`src/rtl/game_pkg.sv`:
```
// rtl/game_pkg.sv - shared types, constants and BCD helpers for target_game_core
package game_pkg;

    // Encoding is visible on the state output port, so values are fixed
    typedef enum logic [1:0] {
        ST_IDLE = 2'd0,
        ST_SET  = 2'd1,
        ST_PLAY = 2'd2,
        ST_DONE = 2'd3
    } game_state_t;

    localparam logic [3:0] KEY_NONE = 4'hF;
    localparam logic       SET_TIME = 1'b0;
    localparam logic       SET_GOAL = 1'b1;

    // Values never exceed 99, so both digits fit in a nibble
    function automatic logic [7:0] bin2bcd(input logic [6:0] v);
        return {4'(v / 7'd10), 4'(v % 7'd10)};
    endfunction

    // Digits are always 0..9 because only keys 0..9 are shifted into fields
    function automatic logic [6:0] bcd2bin(input logic [7:0] b);
        return 7'(b[7:4]) * 7'd10 + 7'(b[3:0]);
    endfunction

endpackage

```
`src/rtl/lfsr_gen.sv`:
```
// rtl/lfsr_gen.sv - right-shifting Galois LFSR with seed load and zero-state recovery
module lfsr_gen #(
    parameter int               WIDTH = 9,
    parameter logic [WIDTH-1:0] TAPS  = 9'h110,
    parameter logic [WIDTH-1:0] SEED  = 9'h160
) (
    input  logic             clk,
    input  logic             rst,
    input  logic             load,
    input  logic             advance,
    output logic [WIDTH-1:0] q
);

    // Zero is a lock-up state for a Galois LFSR; treat it like a load
    always_ff @(posedge clk) begin
        if (rst || load || (q == '0)) begin
            q <= SEED;
        end else if (advance) begin
            q <= {1'b0, q[WIDTH-1:1]} ^ (q[0] ? TAPS : '0);
        end
    end

endmodule

```
`src/rtl/target_game_core.sv`:
```
// rtl/target_game_core.sv - game FSM, settings, countdown, scoring; option TARGET_GAME_MISS_PENALTY_EN
module target_game_core
    import game_pkg::*;
#(
    parameter int                N_TGT      = 8,
    parameter int                LFSR_W     = 9,
    parameter logic [LFSR_W-1:0] LFSR_SEED  = 9'h160,
    parameter logic [LFSR_W-1:0] LFSR_TAPS  = 9'h110,
    parameter int                DEF_TIME   = 30,
    parameter int                DEF_GOAL   = 10,
    parameter int                DONE_TICKS = 4
) (
    input  logic             clk,
    input  logic             rst,
    input  logic             start,
    input  logic             tick,
    input  logic             step,
    input  logic             key_valid,
    input  logic [3:0]       key_num,
    input  logic             key_mode,
    output logic [N_TGT-1:0] targets,
    output logic [7:0]       time_bcd,
    output logic [7:0]       goal_bcd,
    output logic [7:0]       score_bcd,
    output logic [1:0]       state,
    output logic             set_field,
    output logic             win
);

    localparam logic [7:0] DEF_TIME_BCD = bin2bcd(7'(DEF_TIME));
    localparam logic [7:0] DEF_GOAL_BCD = bin2bcd(7'(DEF_GOAL));
    localparam logic [3:0] N_TGT_K      = 4'(N_TGT);
    localparam logic [7:0] DONE_LAST    = 8'(DONE_TICKS - 1);
    localparam logic [6:0] SCORE_MAX    = 7'd99;

    game_state_t       state_q, state_nxt;
    logic [7:0]        time_fld, time_fld_nxt;
    logic [7:0]        goal_nxt;
    logic              sf_nxt;
    logic [6:0]        time_left, tl_nxt;
    logic [6:0]        score, sc_nxt;
    logic [N_TGT-1:0]  tg_nxt;
    logic              win_nxt;
    logic [7:0]        done_cnt, cnt_nxt;
    logic [7:0]        time_bcd_nxt;
    logic [7:0]        score_bcd_nxt;

    logic              lfsr_load;
    logic              lfsr_adv;
    logic [LFSR_W-1:0] lfsr_q;
    logic              lfsr_unused;

    logic              digit;
    logic              hit;
    logic [N_TGT-1:0]  key_mask;
    logic [6:0]        goal_bin;

    lfsr_gen #(
        .WIDTH (LFSR_W),
        .TAPS  (LFSR_TAPS),
        .SEED  (LFSR_SEED)
    ) u_lfsr (
        .clk     (clk),
        .rst     (rst),
        .load    (lfsr_load),
        .advance (lfsr_adv),
        .q       (lfsr_q)
    );

    assign lfsr_unused = ^lfsr_q;
    assign state       = state_q;
    assign digit       = key_valid && (key_num <= 4'd9);
    assign key_mask    = (key_num < N_TGT_K) ? (N_TGT'(1) << key_num) : '0;
    assign hit         = key_valid && |(targets & key_mask);
    assign goal_bin    = bcd2bin(goal_bcd);

    // State and every output are registered from the next-value logic below
    always_ff @(posedge clk) begin
        if (rst) begin
            state_q   <= ST_IDLE;
            time_fld  <= DEF_TIME_BCD;
            time_bcd  <= DEF_TIME_BCD;
            goal_bcd  <= DEF_GOAL_BCD;
            set_field <= SET_TIME;
            time_left <= '0;
            score     <= '0;
            score_bcd <= '0;
            targets   <= '0;
            win       <= 1'b0;
            done_cnt  <= '0;
        end else begin
            state_q   <= state_nxt;
            time_fld  <= time_fld_nxt;
            time_bcd  <= time_bcd_nxt;
            goal_bcd  <= goal_nxt;
            set_field <= sf_nxt;
            time_left <= tl_nxt;
            score     <= sc_nxt;
            score_bcd <= score_bcd_nxt;
            targets   <= tg_nxt;
            win       <= win_nxt;
            done_cnt  <= cnt_nxt;
        end
    end

    // Next state and next values of all game registers
    always_comb begin
        state_nxt    = state_q;
        time_fld_nxt = time_fld;
        goal_nxt     = goal_bcd;
        sf_nxt       = set_field;
        tl_nxt       = time_left;
        sc_nxt       = score;
        tg_nxt       = targets;
        win_nxt      = win;
        cnt_nxt      = done_cnt;
        lfsr_load    = 1'b0;
        lfsr_adv     = 1'b0;

        case (state_q)
            ST_IDLE: begin
                time_fld_nxt = DEF_TIME_BCD;
                goal_nxt     = DEF_GOAL_BCD;
                sf_nxt       = SET_TIME;
                if (start) begin
                    state_nxt = ST_SET;
                end
            end

            ST_SET: begin
                if (start) begin
                    state_nxt = ST_PLAY;
                    tl_nxt    = bcd2bin(time_fld);
                    sc_nxt    = '0;
                    tg_nxt    = '0;
                    win_nxt   = 1'b0;
                    lfsr_load = 1'b1;
                end else begin
                    // Digit lands in the field selected before any toggle this cycle
                    if (digit) begin
                        if (set_field == SET_TIME) begin
                            time_fld_nxt = {time_fld[3:0], key_num};
                        end else begin
                            goal_nxt = {goal_bcd[3:0], key_num};
                        end
                    end
                    if (key_mode) begin
                        sf_nxt = ~set_field;
                    end
                end
            end

            ST_PLAY: begin
                if (tick && (time_left != '0)) begin
                    tl_nxt = time_left - 7'd1;
                end
                if (hit) begin
                    tg_nxt = targets & ~key_mask;
                    if (score < SCORE_MAX) begin
                        sc_nxt = score + 7'd1;
                    end
                end
`ifdef TARGET_GAME_MISS_PENALTY_EN
                else if (digit && (score != '0)) begin
                    sc_nxt = score - 7'd1;
                end
`endif
                // A new pattern replaces the hit-cleared one, the score keeps the hit
                if (step) begin
                    lfsr_adv = 1'b1;
                    tg_nxt   = lfsr_q[N_TGT-1:0];
                end
                // Win is checked first so a last-second hit still counts
                if (sc_nxt >= goal_bin) begin
                    state_nxt = ST_DONE;
                    win_nxt   = 1'b1;
                    tg_nxt    = '1;
                    cnt_nxt   = '0;
                end else if (tl_nxt == '0) begin
                    state_nxt = ST_DONE;
                    win_nxt   = 1'b0;
                    tg_nxt    = '1;
                    cnt_nxt   = '0;
                end
            end

            ST_DONE: begin
                if (tick) begin
                    tg_nxt = ~targets;
                    if (done_cnt == DONE_LAST) begin
                        state_nxt    = ST_IDLE;
                        time_fld_nxt = DEF_TIME_BCD;
                        goal_nxt     = DEF_GOAL_BCD;
                        sf_nxt       = SET_TIME;
                        sc_nxt       = '0;
                        tg_nxt       = '0;
                        win_nxt      = 1'b0;
                        cnt_nxt      = '0;
                    end else begin
                        cnt_nxt = done_cnt + 8'd1;
                    end
                end
            end

            default: begin
                state_nxt = ST_IDLE;
            end
        endcase

        // Time display follows the countdown once a game has started
        if ((state_nxt == ST_PLAY) || (state_nxt == ST_DONE)) begin
            time_bcd_nxt = bin2bcd(tl_nxt);
        end else begin
            time_bcd_nxt = time_fld_nxt;
        end
        score_bcd_nxt = bin2bcd(sc_nxt);
    end

endmodule

```
`config.mk`:
```
export PLATFORM = sky130hd
export DESIGN_NAME = target_game_core
export DESIGN_NICKNAME = d
export VERILOG_FILES = /design/src/rtl/game_pkg.sv /design/src/rtl/lfsr_gen.sv /design/src/rtl/target_game_core.sv
export SDC_FILE = /design/constraint.sdc
export NUM_CORES = 1
export LEC_CHECK = 0
export CAP_MARGIN = 5
export CELL_PAD_IN_SITES_DETAIL_PLACEMENT = 0
export CELL_PAD_IN_SITES_GLOBAL_PLACEMENT = 2
export CORE_MARGIN = 4
export CORE_UTILIZATION = 38
export CTS_CLUSTER_DIAMETER = 120
export DETAILED_ROUTE_END_ITERATION = 8
export PLACE_DENSITY_LB_ADDON = 0.25
export SLEW_MARGIN = 10
export SYNTH_ARGS = -nofsm -noshare
export SYNTH_HDL_FRONTEND = slang
export SYNTH_SLANG_ARGS = --single-unit
```
`constraint.sdc`:
```
create_clock -name clk -period 12.9 [get_ports clk]
set_input_delay 2.58 -clock clk [delete_from_list [all_inputs] [get_ports clk]]
set_output_delay 2.58 -clock clk [all_outputs]
set_load 0.05 [all_outputs]
```
==> impl_metrics.ini <==
[status]
status = complete, no violations

[global_route]
grt_usage = 0.199
grt.overflow.total = 0
grt_max_degree = 60
grt_pass1_vias = 5165
antenna_found_initial = 0
grt_first_pass_wirelength_um = 26600

[synthesis]
synth_xor_xnor_area_share = 0.0327
synth_adder_area_share = 0.0860
synth_fp_nets = 753
synth_top_family_by_area = compound AO/OA/AOI/OAI gates
synth-compound-area-share = 0.293
yosysWarnings = 0
yosysTopAreaCell = dfxtp_1
synthFlopType = dfxtp_1
async_flop_share = 0
synthesis.area_um2 = 5580
synthSimpleGateAreaFrac = 0.257
avgSynthCellArea_um2 = 7.91
synthMuxAreaShare = 0.0164
synth_area_leaders = dfxtp_1 27%, ha_1 7.2%, nor2_1 5.4%, a21oi_1 4.0%, nand2_1 3.9%
synth_edf_count = 0
synth_top_area_frac = 0.265
syn_inst = 706
ys_seq_area_frac = 0.265
ys_ff_latch = 74
ys_types = 89

[setup_path]
timing.rr.start = state[0]
slowest_delay_ps = 660
arrival_ps = 8210
worstReg2RegEnd = time_bcd[4]
endpoint_kind = flop
required_ps = 13100
start_kind = primary input
rrSetupSlack_ps = 6800
r2r_cells = 24
crit_family = compound AO/OA/AOI/OAI gates
crit_type = in -> reg
cp_max_fo = 10
critPathSlowestCell = clkdlybuf4s50_1
worst-path-buf-inv = 4

[sta]
relSlewSlack = 0.353
fin_crit_ps = 8010
period_share = 0.621
setup_violations = 0
grt_setup_unrepaired = false
fin_hold_ws_ps = 475
worst_pin_slew_ps = 970
slew_viol_final = 0
hold_violations = 0
finClkSkew_ps = 7.90
worst_slack_ps = 4890
setup_tns_ps = 0
fmax_ghz = 0.125

[detailed_routing]
drc = 0
wl_met3_um = 549
detail-route-antenna-nets = 0
drt-wirelength-per-cell_um = 18.0
wl_met2_um = 8070
drtIter0Drc = 310
wirelength_um = 16400
vias = 5459
wl_met1_um = 7320
dr.pass1.iters = 5
routed_via_density = 5.98
top_layer = met4

[run]
maxCapViolCount = 0

[clocking]
cts_tree = built
ctsResizeCount = 0
h-tree-depth = 3
clk_latency_ps = 350
cts_sinks = 74
clkTransAtPathRegs_ps = 60
cts_buffer_depth = 2
cts_hold_buf = 0
cts_root_buffer = clkbuf_16
cts_setup_buffers = 0
cts_buffers = 9

[placed_design]
gp_congestion = 0.953
dp_hpwl_um = 12100
dp.cells = 897
placed_area_um2 = 6110
port_buffers = 46
pre_cts_slack_ps = 4630

[power]
p_total_uw = 636
power.leakage_nw = 2.40
vdd_drop_max_mv = 0.0586
p_per_area_nw_per_um2 = 99.5

[layout]
final_common_cell = nor2_1
antenna_cells = 0
utilization = 0.442
final_cell_count_no_fill = 913
final_nets = 771
drive_above_1_share = 0.0672
syn_to_final_growth_pct = 14.5
final_area_um2 = 6400
n_fill_cell = 1458
layout_common_cells = 80 x nor2_1, 74 x dfxtp_1, 58 x nand2_1, 45 x a21oi_1, 45 x clkdlybuf4s50_1

[worst_hold_path]
hold_start = done_cnt[1]
min_path_cells = 2
hold_class = reg -> reg
min_to = done_cnt[1]

[floorplan]
dieArea_um2 = 16700
core_area_um2 = 14500
io_pins = 47
initial_core_util = 0.386
rows = 44
die_h_um = 129
fp.dieW_um = 129
[worst register-to-register path: stages, from the launching register on]
cell	delay [ps]
dfxtp_1	450
ha_1	840
nor2b_2	440
nor2b_1	150
nand2_1	80
a221o_1	270
ha_1	290
a21boi_0	420
o221ai_2	240
o22a_1	310
nand2_1	100
inv_1	70
ha_1	210
o21ai_0	100
o41ai_2	120
a311oi_1	280
nand4b_1	290
xnor2_1	300
ha_1	230
inv_1	60
a31oi_1	140
a21oi_1	60
mux2i_1	250
and2_1	190
o21ai_0	70
[kinds of logic after synthesis]
| group | Yosys count |
|---|---|
| XOR/XNOR | 20 |
| AO/OA/AOI/OAI | 221 |
| adder cells (fa/ha/maj) | 36 |
| multiplexers | 9 |
| AND/OR/NAND/NOR | 279 |
| buffers and inverters | 67 |
| flip-flops | 74 |
[flip-flops by register name, summed over array words and instances (netlist names)]
name	count
score	6
set_field	1
goal_bcd	8
state	2
time_bcd	8
time_fld	8
done_cnt	8
score_bcd	8
time_left	7
win	1
u_lfsr.q	9
targets	8
[cell usage after synthesis, types with 8 or more instances]
cell type	n
nand2b_1	15
inv_1	26
and2_1	8
a21oi_1	45
nand3b_1	8
nor3_1	22
nand4_1	9
o21ai_0	34
a21o_1	13
clkbuf_1	30
nand3_1	24
xnor2_1	8
dfxtp_1	74
mux2i_1	8
nand2_1	58
a22o_1	8
ha_1	32
or3_1	10
a211oi_1	16
nor2_1	80
o211ai_1	9
xor2_1	11
[layer usage]
layer	global-route usage	vias up
met3	0.0272	30
li1	-	2664
met1	0.253	2651
met2	0.330	114
met4	0.0970	0
met5	0	-
[area by class of cell]
cell class | count | area (um2) | share of cell area
clock inverters | 6 | 57.6 | 0.00900
well taps | 184 | 230 | 0.0360
inverters | 26 | 97.6 | 0.0153
flip-flops and latches | 74 | 1480 | 0.232
repair buffers | 48 | 470 | 0.0736
clock buffers | 10 | 229 | 0.0358
multi-input cells | 565 | 3830 | 0.599
[where the power goes]
part	leakage [nW]	switching (mW)	total [mW]	internal [mW]
Sequential	0.599	0.00967	0.246	0.237
Clock	0.142	0.103	0.251	0.148
Combinational	1.66	0.0898	0.139	0.0489
Total	2.40	0.202	0.636	0.434
[worst max path at each step]
| stage | startpoint | endpoint | slack, ps | depth (start not counted) |
|---|---|---|---|---|
| 4_1_cts | tick | time_bcd[4] | 4970 | 25 |
| 6_report | tick | time_bcd[4] | 4890 | 25 |
| 5_1_grt | tick | time_bcd[4] | 4390 | 25 |
| 2_1_floorplan | tick | time_bcd[2] | 5840 | 25 |
| 3_3_place_gp | tick | time_bcd[2] | 4850 | 25 |
| 3_5_place_dp | tick | time_bcd[4] | 4630 | 25 |
Note: power is estimated with default switching activity, not from simulation.
